==> src/rtl/alu_seq_pkg.sv <==
// Shared types and constants for the ALU input sequencer: FSM states, ALU
// opcodes and flag bit positions.
package alu_seq_pkg;
  typedef enum logic [2:0] {
    S_A    = 3'd0,
    S_B    = 3'd1,
    S_OP   = 3'd2,
    S_CALC = 3'd3,
    S_SHOW = 3'd4
  } state_t;

  localparam logic [1:0] OP_NOR  = 2'b00;
  localparam logic [1:0] OP_NAND = 2'b01;
  localparam logic [1:0] OP_ADD  = 2'b10;
  localparam logic [1:0] OP_SUB  = 2'b11;

  localparam int F_V = 4;
  localparam int F_C = 3;
  localparam int F_Z = 2;
  localparam int F_N = 1;
  localparam int F_P = 0;
endpackage

==> src/rtl/alu_input_sequencer_rising_edge_detect.sv <==
// One-cycle pulse on a low-to-high transition of an already synchronised level.
// The history register resets high so a level held through reset is not an edge.
module rising_edge_detect (
  input  logic clk,
  input  logic reset,
  input  logic in,
  output logic out
);
  logic prev;

  always_ff @(posedge clk or posedge reset) begin
    if (reset) prev <= 1'b1;
    else       prev <= in;
  end

  assign out = in & ~prev;
endmodule

==> src/rtl/alu_input_sequencer.sv <==
// Three-step operand/opcode entry from a shared switch bus, one settle cycle for
// the combinational ALU, then capture of its result and flags for display.
module alu_input_sequencer
  import alu_seq_pkg::*;
#(
  parameter int M = 8
) (
  input  logic         clk,
  input  logic         reset,
  input  logic [M-1:0] DataIn,
  input  logic         Load,
  input  logic         Clear,
  output logic [M-1:0] A,
  output logic [M-1:0] B,
  output logic [1:0]   OpCode,
  input  logic [M-1:0] Result,
  input  logic [4:0]   Flags,
  output logic [M-1:0] ResultReg,
  output logic [4:0]   FlagsReg,
  output logic         Valid,
  output logic [2:0]   State,
  output logic [M-1:0] Display
);
  state_t state;
  logic   load_edge;

  rising_edge_detect u_load_edge (
    .clk   (clk),
    .reset (reset),
    .in    (Load),
    .out   (load_edge)
  );

  always_ff @(posedge clk or posedge reset) begin
    if (reset) begin
      state     <= S_A;
      A         <= '0;
      B         <= '0;
      OpCode    <= OP_NOR;
      ResultReg <= '0;
      FlagsReg  <= '0;
      Valid     <= 1'b0;
    end else if (Clear) begin
      state     <= S_A;
      A         <= '0;
      B         <= '0;
      OpCode    <= OP_NOR;
      ResultReg <= '0;
      FlagsReg  <= '0;
      Valid     <= 1'b0;
    end else begin
      case (state)
        S_A: if (load_edge) begin
          A     <= DataIn;
          state <= S_B;
        end
        S_B: if (load_edge) begin
          B     <= DataIn;
          state <= S_OP;
        end
        S_OP: if (load_edge) begin
          OpCode <= DataIn[1:0];
          state  <= S_CALC;
        end
        // ALU inputs have been stable for this whole cycle; take its outputs
        S_CALC: begin
          ResultReg <= Result;
          FlagsReg  <= Flags;
          Valid     <= 1'b1;
          state     <= S_SHOW;
        end
        S_SHOW: if (load_edge) begin
          Valid <= 1'b0;
          state <= S_A;
        end
        default: state <= S_A;
      endcase
    end
  end

  assign State = state;

  always_comb begin
    Display = DataIn;
    if (state == S_CALC || state == S_SHOW) Display = ResultReg;
  end
endmodule

==> config.mk <==
export PLATFORM = sky130hd
export DESIGN_NAME = alu_input_sequencer
export DESIGN_NICKNAME = d
export VERILOG_FILES = /design/src/rtl/alu_seq_pkg.sv /design/src/rtl/alu_input_sequencer_rising_edge_detect.sv /design/src/rtl/alu_input_sequencer.sv
export SDC_FILE = /design/constraint.sdc
export NUM_CORES = 1
export LEC_CHECK = 0
export BUFFER_PORTS_ARGS = -buffer_cell sky130_fd_sc_hd__buf_2
export CORE_ASPECT_RATIO = 1.5
export CORE_MARGIN = 5
export CORE_UTILIZATION = 49
export DETAILED_ROUTE_END_ITERATION = 6
export PLACE_DENSITY = 0.81
export SYNTH_ARGS = -nofsm -noshare
export SYNTH_HDL_FRONTEND = slang
export SYNTH_HIERARCHICAL = 1
export SYNTH_SLANG_ARGS = --single-unit
export TNS_END_PERCENT = 1
==> constraint.sdc <==
create_clock -name clk -period 1.5 [get_ports clk]
set_input_delay 0.15 -clock clk [delete_from_list [all_inputs] [get_ports clk]]
set_output_delay 0.15 -clock clk [all_outputs]
set_load 0.005 [all_outputs]
# Word level (Yosys, flattened, before mapping)
# Cells that the tools add are included.
# W data, S select, Z words.
[word_totals]
word_cells = 53
regBits = 36
[op_classes]
n_mux = 22
n_bitwise = 2
eq_ne = 8
n_reduce_logical = 13
[op_table]
columns = ["cell", "count"]
rows = [
  ["$mux W8", 8],
  ["$mux W3", 5],
  ["$pmux W3 S5", 1],
  ["$ne A3 B3 Y1 const B", 4],
  ["$mux W5", 2],
  ["$reduce_bool A2 Y1", 5],
  ["$reduce_and A2 Y1", 4],
  ["$eq A3 B2 Y1 const B", 2],
  ["$mux W2", 3],
  ["$reduce_and A4 Y1", 1],
  ["$eq A3 B1 Y1 const B", 1],
  ["$eq A3 B3 Y1 const B", 1],
  ["$logic_not A3 Y1", 1],
  ["$reduce_bool A3 Y1", 1],
  ["$mux W1", 2],
  ["$pmux W1 S2", 1],
  ["$and A1 B1 Y1", 1],
  ["$logic_or A1 B1 Y1", 1],
  ["$not A1 Y1", 1],
]

# Logic depth before layout (Yosys ltp)
# Gate-level depths: netlist (run 1).
[depth]
depth_word = 5
mapped_depth = 5
depth_no_buf = 4

# Modules after synthesis
# Netlist (run 1), hierarchy kept.
[by_module_without_submodules]
columns = ["mod", "cells_each", "n_inst", "area_each_um2"]
rows = [
  ["alu_input_sequencer", 182, 1, 1825.5],
  ["rising_edge_detect", 3, 1, 43.8],
]

# Worst setup path after synthesis (run 1)
# No wires, ideal clock.
[synth_path]
path_type = "reg-to-reg"
from = "register state[2], in the netlist State[2]"
to = "register B[6]"
path_slack_ns = 0.098
setup_time_ns = 0.132
path_stages_with_launch = 6
path_buffers = 2
required_ns = 1.368
arrival_time_ns = 1.270
cell_sequence = "dfrtp_1 -> buf_2 -> nor4bb_1 -> buf_4 -> mux2i_1 -> nor2_1"
[synth_between]
elab_chain_cells = 3
[synth_rtl]
columns = ["element", "line", "rtl"]
rows = [
  ["start: declaration", "alu_input_sequencer.sv:24", "state_t state;"],
  ["start signal: assignment", "alu_input_sequencer.sv:36", "state <= S_A;"],
  ["start signal: assignment", "alu_input_sequencer.sv:44", "state <= S_A;"],
  ["start signal: assignment", "alu_input_sequencer.sv:55", "state <= S_B;"],
  ["$eq A3 B1 Y1", "alu_input_sequencer.sv:52", "case (state)"],
  ["$reduce_bool A2 Y1 (no source line)", "n/a", ""],
  ["$reduce_and A2 Y1 (no source line)", "n/a", ""],
  ["end signal: assignment", "alu_input_sequencer.sv:58", "B <= DataIn;"],
  ["end: declaration", "alu_input_sequencer.sv:14", "output logic [M-1:0] B,"],
]
# No other way between the ends.
# A chain may end at the register's enable or synchronous reset.

# Worst setup path in the final report (run 1)
[layout_path]
from = "register state[1], in the netlist State[1]"
to = "output Display[2]"
[layout_between]
elab_chain_cells = 3
word_cells_on_any_way = 4
[layout_rtl]
columns = ["element", "line", "rtl"]
rows = [
  ["$eq A3 B2 Y1 / $eq A3 B3 Y1 (equally long branches)", "alu_input_sequencer.sv:85", "if (state == S_CALC || state == S_SHOW) Display = ResultReg;"],
  ["$logic_or A1 B1 Y1 *", "alu_input_sequencer.sv:85", ""],
  ["$mux W8 *", "alu_input_sequencer.sv:85", ""],
  ["end: declaration", "alu_input_sequencer.sv:22", "output logic [M-1:0] Display"],
]
# Every way passes the cells marked *; elsewhere a longest branch is shown, timed or not.

==> flow_metrics.py, run 1 <==
metrics = {
    "clocking": {
        "clkSinkCount": 36,
        "clock_path_buffers": 2,
        "clock-root-buffer": "clkbuf_8",
        "clk_pin_slew_worst_paths_ns": 0.07,
        "numCtsBuffers": 5,
        "cts_tree": "done",
        "htreeDepth": 2,
        "clk_latency_ns": 0.29,
    },
    "run": {
        "max-cap-violations": 0,
    },
    "grt": {
        "grt_pass1_wl_um": 8550,
        "first_global_vias": 1801,
        "grt_antenna_before_repair": 0,
        "grt_overflow": 0,
        "grt.total_usage_pct": 21.8,
        "grt_start_max_net_pins": 36,
    },
    "drt": {
        "drt-total-wl_um": 4970,
        "avgViaCountPerCell": 5.58,
        "ant_nets": 0,
        "drc": 0,
        "drt-initial-drc-count": 47,
        "drt_pre_antenna_iters": 4,
        "wl_per_cell_um": 16.1,
        "vias": 1724,
    },
    "placement": {
        "dp_cells": 297,
        "hpwl_um": 3450,
        "place_congestion": 0.801,
        "dpl_worst_slack_ns": -0.173,
        "port_buffers": 67,
    },
    "power": {
        "p_total_uw": 1980,
        "power.sequential.fraction_pct": 50.8,
        "p_clk_share_pct": 34.5,
        "p_sw_uw": 514,
        "power.leakage_uw": 0.00125,
        "ir_worst_vdd_mv": 0.933,
        "p_int_uw": 1460,
        "p_per_area_mw_per_mm2": 769,
        "switching_share_pct": 26.0,
        "combPwrFrac_pct": 14.7,
    },
    "die": {
        "die_w_um": 60.4,
        "start_util_pct": 50.8,
        "io_pins": 68,
        "dieArea_sq_mm": 0.00518,
        "rows": 27,
        "core_area_sq_mm": 0.00368,
        "die_y_um": 85.6,
    },
    "yosys": {
        "synth_area_leaders": "dfrtp_1 47%, a22o_1 6.1%, mux2i_1 5.4%",
        "async_flop_share_pct": 100,
        "synth_flop_cell": "dfrtp_1",
        "yosys.area.top_type": "dfrtp_1",
        "synthCells": 185,
        "synth_commonest_cells": "35 x dfrtp_1, 17 x nand2_1, 15 x nor2b_1",
        "avgSynthCellArea_sq_um": 10.1,
        "seq_area_frac_synth_pct": 48.3,
        "yosysMostFrequentCell": "dfrtp_1",
        "ys_warn_count": 6,
        "synthDistinctLibCells": 32,
        "synth-edff-count": 0,
        "synth_top_area_share_pct": 46.9,
        "synth_fp_nets": 210,
        "ys_ff_latch": 36,
        "synth_area_sq_mm": 0.00187,
    },
    "critical_path": {
        "startpoint_type": "flip-flop",
        "setup.worst_path.end_class": "output port",
        "r2r_cells": 6,
        "cp.required_ns": 1.35,
        "critPathKind": "reg2out",
        "r2r_end": "B[0]$_DFFE_PP0P_",
        "cp.arrival_ns": 1.58,
        "cp_max_fo": 4,
        "r2r-start": "State[1]$_DFFE_PP0P_",
        "r2r_setup_slack_ns": -0.07,
    },
    "sta": {
        "drv_slew": 0,
        "fin_ws_ns": -0.227,
        "fin_setup_tns_ns": -2.50,
        "slew_headroom_pct": 57.5,
        "setup_viol": 29,
        "fin_crit_sh_pct": 115,
        "rsz0062_at_grt": "true",
        "fin_skew_ns": 0.00884,
        "hold_viol": 0,
        "tightest_slew_ns": 0.638,
        "fin_crit_ns": 1.73,
        "max_freq_ghz": 0.579,
    },
    "finish": {
        "final_util_pct": 69.8,
        "drive_above_1_share_pct": 44.0,
        "area_growth_pct": 37.4,
        "final_nets": 290,
        "antenna_cells": 0,
        "layout.cells.non_filler": 309,
    },
    "hold_path": {
        "hold_end": "FlagsReg[3]$_DFFE_PP0P_",
        "min_path_cells": 2,
        "worst_hold_path_type": "in2reg",
        "min_from": "Flags[3]",
    },
    "outcome": {
        "violations": "negative setup slack",
        "outcome": "finished, violations left",
    },
}
==> per-stage QoR <==
stage	hold WS, ns	area (sq um)
finish	0.0834	2570
global placement	0.155	2310
CTS	0.0777	2510
floorplan	0.0397	1870
global route	0.0758	2570
detailed placement	0.161	2310
==> repair_timing <==
item,CTS,global route
gates resized for setup,18,24
pin swaps,2,8
buffers inserted,2,0
hold buffers,2,0
endpoints found under the hold margin,37,0
setup endpoints to repair,32,37
gates cloned,0,0
==> placed cells by master (no fill, tap or decap), types with 4 or more instances in the layout <==
| master | Yosys | routed |
|---|---|---|
| nor2b_1 | 15 | 13 |
| nor3_2 | 0 | 4 |
| clkbuf_8 | 0 | 5 |
| mux2i_1 | 10 | 10 |
| nor2_1 | 13 | 12 |
| dfrtp_1 | 35 | 34 |
| nor3b_1 | 8 | 8 |
| a21oi_1 | 10 | 7 |
| o21ai_1 | 0 | 12 |
| a22o_1 | 13 | 13 |
| nand2_1 | 17 | 17 |
| buf_6 | 1 | 9 |
| buf_4 | 3 | 9 |
| buf_2 | 5 | 67 |
| o311a_1 | 7 | 7 |
==> worst max-delay path by stage <==
stage	slack, ns	from	to	depth (start not counted)
6_report	-0.23	State[1]$_DFFE_PP0P_	Display[2]	5
5_1_grt	-0.30	State[1]$_DFFE_PP0P_	Display[3]	6
4_1_cts	-0.20	State[1]$_DFFE_PP0P_	Display[5]	5
3_5_place_dp	-0.17	State[2]$_DFFE_PP0P_	FlagsReg[1]$_DFFE_PP0P_	3
3_3_place_gp	-0.12	State[0]$_DFFE_PP0P_	ResultReg[7]$_DFFE_PP0P_	3
2_1_floorplan	0.1	State[2]$_DFFE_PP0P_	B[6]$_DFFE_PP0P_	5
==> per-layer routing <==
metal | up-vias | GRT usage [%] | share of wire [%]
li1 | 821 | - | -
met3 | 11 | 6.63 | 6.4
met1 | 835 | 26.5 | 41
met4 | 0 | 9.27 | 2.9
met5 | - | 0 | 0
met2 | 57 | 35.2 | 50
==> state kept, by name, indices dropped and copies added, names as in the netlist <==
register / flops
FlagsReg: 5
Valid: 1
B: 8
State: 3
A: 8
ResultReg: 8
OpCode: 2
u_load_edge/prev: 1
==> power groups by stage <==
stage                     combinational [uW]  sequential (uW)  clock (uW)
after CTS                                277             1000         685
after global routing                     325             1010         739
after global placement                   248             1020           0
final                                    290             1000         682
after floorplan                          127             1020           0
after detailed placement                 254             1020           0
==> cells by family (layout without fill, tap and decap cells) <==
kind of cell | count (synthesis) | after routing | share of synthesized area, %
AND/OR/NAND/NOR | 69 | 69 | 21.8
AO/OA/AOI/OAI | 49 | 49 | 18.6
flip-flops | 36 | 36 | 48.3
buffers and inverters | 20 | 101 | 5.35
multiplexers | 11 | 11 | 5.96
==> area by class of cell <==
cell class,count,area (sq um)
clock buffers,7,76.3
repair buffers,89,559
multi-input cells,129,952
inverters,4,15.0
well taps,43,53.8
clock inverters,1,8.76
fillers,284,1110
flip-flops and latches,36,903
==> critical path: stages, from the launching register on <==
cell and delay (ns):
dfrtp_1 0.43, buf_6 0.15, and2_4 0.16, buf_4 0.14, o311a_1 0.29, buf_2 0.13
Note: power is estimated with default switching activity, not from simulation.
==> run 2: changes to the inputs <==
--- a/config.mk
+++ b/config.mk
@@ -8,9 +8,9 @@
 export BUFFER_PORTS_ARGS = -buffer_cell sky130_fd_sc_hd__buf_2
 export CORE_ASPECT_RATIO = 1.5
 export CORE_MARGIN = 5
-export CORE_UTILIZATION = 49
+export CORE_UTILIZATION = 40
 export DETAILED_ROUTE_END_ITERATION = 6
-export PLACE_DENSITY = 0.81
+export PLACE_DENSITY = 0.69
 export SYNTH_ARGS = -nofsm -noshare
 export SYNTH_HDL_FRONTEND = slang
 export SYNTH_HIERARCHICAL = 1
==> run 2 against run 1 <==
Fmax grew 0.23%. First-iteration DRC count grew 15%. Sequential share of layout area shrank 1.0 points. Setup slack gained 0.0040 ns. Count of clock-buffer cells in the layout shrank 1. The run still ends with negative setup slack left. Critical path depth grew 1. Clock skew grew 0.0034 ns. Combinational power shrank 3%.
==> flow_metrics.py, run 2 (synthesis results as in run 1) <==
metrics = {
    "clocking": {
        "clkSinkCount": 36,
        "clock-root-buffer": "clkbuf_8",
        "clock_path_buffers": 2,
        "numCtsBuffers": 5,
        "clk_pin_slew_worst_paths_ns": 0.08,
        "clk_latency_ns": 0.29,
        "cts_tree": "done",
        "htreeDepth": 2,
    },
    "drt": {
        "drt-met1-wl_um": 2080,
        "dr_wl_met3_um": 231,
        "wl_per_cell_um": 15.4,
        "drt-initial-drc-count": 54,
        "drt_pre_antenna_iters": 4,
        "drc": 0,
        "avgViaCountPerCell": 5.12,
        "highest_layer": "met4",
        "vias": 1737,
        "ant_nets": 0,
        "met2_length_um": 2760,
        "drt-total-wl_um": 5240,
    },
    "sta": {
        "fin_skew_ns": 0.0122,
        "max_freq_ghz": 0.580,
        "setup_viol": 24,
        "fin_setup_tns_ns": -2.22,
        "fin_crit_sh_pct": 115,
        "tightest_slew_ns": 0.584,
        "fin_ws_ns": -0.223,
        "slew_headroom_pct": 61.1,
        "fin_crit_ns": 1.72,
        "rsz0062_at_grt": "true",
        "drv_slew": 0,
        "hold_viol": 0,
    },
    "power": {
        "p_clk_share_pct": 39.5,
        "p_int_uw": 1620,
        "p_sw_uw": 508,
        "p_per_area_mw_per_mm2": 803,
        "ir_worst_vdd_mv": 0.646,
        "power.leakage_uw": 0.00131,
        "power.sequential.fraction_pct": 47.2,
        "combPwrFrac_pct": 13.3,
        "switching_share_pct": 23.9,
    },
    "finish": {
        "final_nets": 299,
        "area_growth_pct": 41.6,
        "reg.largest.list": "A: 8 flops, B: 8 flops, ResultReg: 8 flops",
        "antenna_cells": 0,
        "mostFrequentLayoutCells": "67 x buf_2, 34 x dfrtp_1, 19 x buf_4, 17 x nand2_1, 14 x nor2b_1",
        "fill_cells": 438,
        "drive_above_1_share_pct": 45.1,
        "layout.cells.non_filler": 339,
        "layout_commonest_cell": "buf_2",
        "design_area_sq_mm": 0.00265,
    },
    "placement": {
        "hpwl_um": 3690,
        "placed_cell_area_sq_mm": 0.00236,
        "port_buffers": 67,
        "place_congestion": 0.797,
        "dp_cells": 321,
    },
    "grt": {
        "grt_overflow": 0,
        "grt_antenna_before_repair": 0,
        "first_global_vias": 1808,
        "grt.total_usage_pct": 17.8,
        "grt_pass1_wl_um": 8580,
        "grt_start_max_net_pins": 36,
    },
    "die": {
        "io_pins": 68,
        "dieArea_sq_mm": 0.00617,
        "die_w_um": 65.8,
        "core_area_sq_mm": 0.00454,
        "start_util_pct": 41.2,
        "rows": 30,
        "die_y_um": 93.7,
    },
    "hold_path": {
        "min_path_cells": 2,
        "min_from": "Result[1]",
        "worst_hold_path_type": "in2reg",
        "hold_end": "ResultReg[1]$_DFFE_PP0P_",
    },
    "critical_path": {
        "critPathKind": "reg2out",
        "cp.arrival_ns": 1.57,
        "worstPathCellList": "buf_6 -> buf_4 -> nor3_1 -> o21ai_1 -> o311a_1 -> buf_2",
        "slowest_delay_ns": 0.39,
        "r2r_cells": 5,
        "cp_max_fo": 9,
        "critical_path.slowest_cell": "dfrtp_1",
        "r2r_end": "A[7]$_DFFE_PP0P_",
        "r2r-start": "State[1]$_DFFE_PP0P_",
        "setup.worst_path.end_class": "output port",
        "r2r_setup_slack_ns": -0.06,
        "startpoint_type": "flip-flop",
        "cp.required_ns": 1.35,
    },
    "run": {
        "max-cap-violations": 0,
    },
    "outcome": {
        "outcome": "finished, violations left",
        "violations": "negative setup slack",
    },
}
-- run 2: cell types whose count changed in the layout (fill, tap and decap cells not counted), sizes merged --
| cell | before | now |
|---|---|---|
| clkbuf | 7 | 6 |
| buf | 87 | 96 |
| bufinv | 0 | 1 |
-- run 2: metrics by stage --
step / utilization (%) / hold WS, ns / total power [uW] / setup WS, ns
2_1_floorplan: - / 0.0397 / 1150 / 0.0983
3_3_place_gp: 52.0 / 0.158 / 1270 / -0.0966
3_5_place_dp: 52.0 / 0.162 / 1280 / -0.140
4_1_cts: 57.2 / 0.0752 / 2140 / -0.175
5_1_grt: 58.3 / 0.0790 / 2210 / -0.288
6_report: 58.3 / 0.0791 / 2130 / -0.223
-- run 2: power groups by stage --
stage          logic, uW  registers, uW  clock network, uW
3_5_place_dp         254           1020                  0
5_1_grt              309           1010                893
3_3_place_gp         251           1020                  0
2_1_floorplan        127           1020                  0
4_1_cts              275           1000                861
6_report             282           1000                840
-- run 2: worst max-delay path by stage --
stage / cells after the start / slack [ns] / start / to
5_1_grt: 6 / -0.29 / State[0]$_DFFE_PP0P_ / Display[1]
6_report: 6 / -0.22 / State[0]$_DFFE_PP0P_ / Display[1]
3_5_place_dp: 3 / -0.14 / State[1]$_DFFE_PP0P_ / FlagsReg[2]$_DFFE_PP0P_
4_1_cts: 6 / -0.18 / State[2]$_DFFE_PP0P_ / Display[5]
3_3_place_gp: 3 / -0.1 / State[0]$_DFFE_PP0P_ / ResultReg[6]$_DFFE_PP0P_
2_1_floorplan: 5 / 0.1 / State[2]$_DFFE_PP0P_ / B[6]$_DFFE_PP0P_
-- run 2: what timing repair did --
item | 4_1_cts | 5_1_grt
endpoints found under the setup margin | 29 | 37
setup buffers | 8 | 0
hold endpoints to repair | 37 | 0
hold buffers | 2 | 0
resized for setup | 25 | 13
pin swaps | 15 | 8
-- run 2: routing by layer --
layer | track usage [%] | vias to the layer above
met2 | 31.6 | 47
li1 | - | 839
met5 | 0 | -
met1 | 19.9 | 840
met3 | 3.47 | 11
met4 | 8.48 | 0
-- run 2: worst max-delay path: cells and delay by family, from the launching register on --
kind / cells / cell delay, ns
AND/OR/NAND/NOR: 1 / 0.24
flip-flops: 1 / 0.39
AO/OA/AOI/OAI: 2 / 0.24
buffers and inverters: 3 / 0.42
-- run 2: area by class of cell --
| cell class | instances | area (sq um) | share of cell area, % |
|---|---|---|---|
| inverters | 4 | 15.0 | 0.567 |
| multi-input cells | 129 | 930 | 35.1 |
| flip-flops and latches | 36 | 903 | 34.1 |
| well taps | 64 | 80.1 | 3.03 |
| clock inverters | 2 | 35.0 | 1.32 |
| clock buffers | 6 | 72.6 | 2.74 |
| repair buffers | 98 | 611 | 23.1 |
==> run 3: changes to the inputs <==
--- a/config.mk
+++ b/config.mk
@@ -6,11 +6,13 @@
 export NUM_CORES = 1
 export LEC_CHECK = 0
 export BUFFER_PORTS_ARGS = -buffer_cell sky130_fd_sc_hd__buf_2
+export CAP_MARGIN = 20
 export CORE_ASPECT_RATIO = 1.5
 export CORE_MARGIN = 5
 export CORE_UTILIZATION = 40
+export CTS_BUF_LIST = sky130_fd_sc_hd__clkbuf_8
 export DETAILED_ROUTE_END_ITERATION = 6
-export PLACE_DENSITY = 0.69
+export PLACE_DENSITY = 0.72
 export SYNTH_ARGS = -nofsm -noshare
 export SYNTH_HDL_FRONTEND = slang
 export SYNTH_HIERARCHICAL = 1
==> run 3 against run 2 <==
The flow still finishes with violations (negative setup slack). Critical endpoint is now Display[7]. Non-clock buffer count is 6 lower. Fmax is 0.40% higher. Flip-flop and latch count stayed put. Hold slack worse by 0.0022 ns. Register-to-register slack worse by 0.04 ns. Global-route usage stayed put. Sequential power hardly changed. Critical path depth is 1 lower.
==> flow_metrics.py, run 3 (synthesis results as in run 1) <==
metrics = {
    "outcome": {
        "outcome": "finished, violations left",
        "violations": "negative setup slack",
    },
    "die": {
        "start_util_pct": 41.2,
        "core_area_sq_mm": 0.00454,
        "io_pins": 68,
        "rows": 30,
        "die_y_um": 93.7,
        "die_w_um": 65.8,
        "dieArea_sq_mm": 0.00617,
    },
    "placement": {
        "place_congestion": 0.777,
        "dp_cells": 318,
        "dpl_worst_slack_ns": -0.121,
        "hpwl_um": 3590,
        "port_buffers": 67,
    },
    "clocking": {
        "clk_latency_ns": 0.29,
        "clock-root-buffer": "clkbuf_8",
        "numCtsBuffers": 5,
        "clock_path_buffers": 2,
        "clk_pin_slew_worst_paths_ns": 0.08,
        "clkSinkCount": 36,
        "htreeDepth": 2,
        "cts_tree": "done",
    },
    "sta": {
        "rsz0062_at_grt": "true",
        "max_freq_ghz": 0.583,
        "fin_ws_ns": -0.216,
        "fin_skew_ns": 0.00694,
        "slew_headroom_pct": 63.6,
        "setup_viol": 23,
        "drv_slew": 0,
        "hold_viol": 0,
        "fin_setup_tns_ns": -2.33,
        "fin_crit_sh_pct": 114,
        "fin_crit_ns": 1.72,
        "tightest_slew_ns": 0.545,
    },
    "power": {
        "p_per_area_mw_per_mm2": 807,
        "ir_worst_vdd_mv": 0.871,
        "power.leakage_uw": 0.00130,
        "p_total_uw": 2140,
    },
    "finish": {
        "mostFrequentLayoutCells": "66 x buf_2, 33 x dfrtp_1, 17 x nand2_1",
        "final_nets": 293,
        "fill_cells": 433,
        "final_util_pct": 58.3,
        "antenna_cells": 0,
        "ff_latch_area_sq_um": 905,
        "area_growth_pct": 41.8,
        "layout.cells.non_filler": 333,
        "drive_above_1_share_pct": 45.4,
        "layout_commonest_cell": "buf_2",
        "reg.largest.list": "A: 8 flops, B: 8 flops, ResultReg: 8 flops",
        "multi_input_area_sq_um": 950,
    },
    "critical_path": {
        "r2r-start": "State[1]$_DFFE_PP0P_",
        "setup.worst_path.end_class": "output port",
        "cp.arrival_ns": 1.57,
        "r2r_setup_slack_ns": -0.10,
        "startpoint_type": "flip-flop",
        "r2r_end": "B[4]$_DFFE_PP0P_",
        "cp.required_ns": 1.35,
        "r2r_cells": 6,
        "critPathKind": "reg2out",
        "cp_max_fo": 2,
    },
    "grt": {
        "grt_overflow": 0,
        "grt_antenna_before_repair": 0,
        "first_global_vias": 1802,
        "grt_start_max_net_pins": 36,
        "grt_pass1_wl_um": 8400,
        "grt.total_usage_pct": 17.8,
    },
    "drt": {
        "avgViaCountPerCell": 5.12,
        "drc": 0,
        "wl_per_cell_um": 15.4,
        "drt-total-wl_um": 5140,
        "drt-initial-drc-count": 75,
        "ant_nets": 0,
        "drt_pre_antenna_iters": 4,
        "vias": 1704,
    },
    "hold_path": {
        "hold_end": "ResultReg[0]$_DFFE_PP0P_",
        "min_path_cells": 2,
        "worst_hold_path_type": "in2reg",
        "min_from": "Result[0]",
    },
    "run": {
        "max-cap-violations": 0,
    },
}
==> run 3: routing by layer <==
metal  track usage (%)  vias to the layer above  wire length (um)
met5                 0                        -                 0
met2              29.7                       61              2630
li1                  -                      827                 -
met3              3.71                       10               244
met4              10.6                        0               178
met1              20.6                      806              2090
==> run 3: what timing repair did <==
item,CTS,global route
pin swaps,16,11
setup endpoints to repair,37,39
hold buffers,2,0
buffers inserted,4,0
resized for setup,23,17
hold endpoints to repair,37,0
==> run 3: critical path, stage by stage, from the launching register on <==
cell	delay, ns
dfrtp_1	0.40
nor2b_4	0.14
buf_6	0.11
a22oi_2	0.19
mux2_4	0.32
buf_6	0.11
==> run 3: report_power, final <==
part | switching, uW | leakage [uW] | internal [uW]
combinational | 151 | 0.000751 | 141
sequential | 13.2 | 0.000492 | 991
clock | 353 | 0.0000541 | 491
==> run 3: cell type report <==
class | instances | share of cell area [%]
flip-flops and latches | 36 | 34.1
repair buffers | 92 | 22.2
well taps | 64 | 3.02
inverters | 4 | 0.567
clock buffers | 5 | 2.60
clock inverters | 3 | 1.61
multi-input cells | 129 | 35.8
==> run 3: metrics by stage <==
stage               instance area, sq um  hold WS, ns
CTS                                 2580       0.0726
detailed placement                  2350        0.161
global placement                    2350        0.156
global route                        2650       0.0815
finish                              2650       0.0769
floorplan                           1870       0.0397
==> run 3: worst max-delay path by stage <==
stage	startpoint	to	slack (ns)	cells after the start
2_1_floorplan	State[2]$_DFFE_PP0P_	B[6]$_DFFE_PP0P_	0.1	5
3_3_place_gp	State[0]$_DFFE_PP0P_	ResultReg[6]$_DFFE_PP0P_	-0.14	3
3_5_place_dp	State[0]$_DFFE_PP0P_	ResultReg[4]$_DFFE_PP0P_	-0.12	3
4_1_cts	State[0]$_DFFE_PP0P_	Display[7]	-0.24	5
5_1_grt	State[0]$_DFFE_PP0P_	Display[7]	-0.29	5
6_report	State[0]$_DFFE_PP0P_	Display[7]	-0.22	5
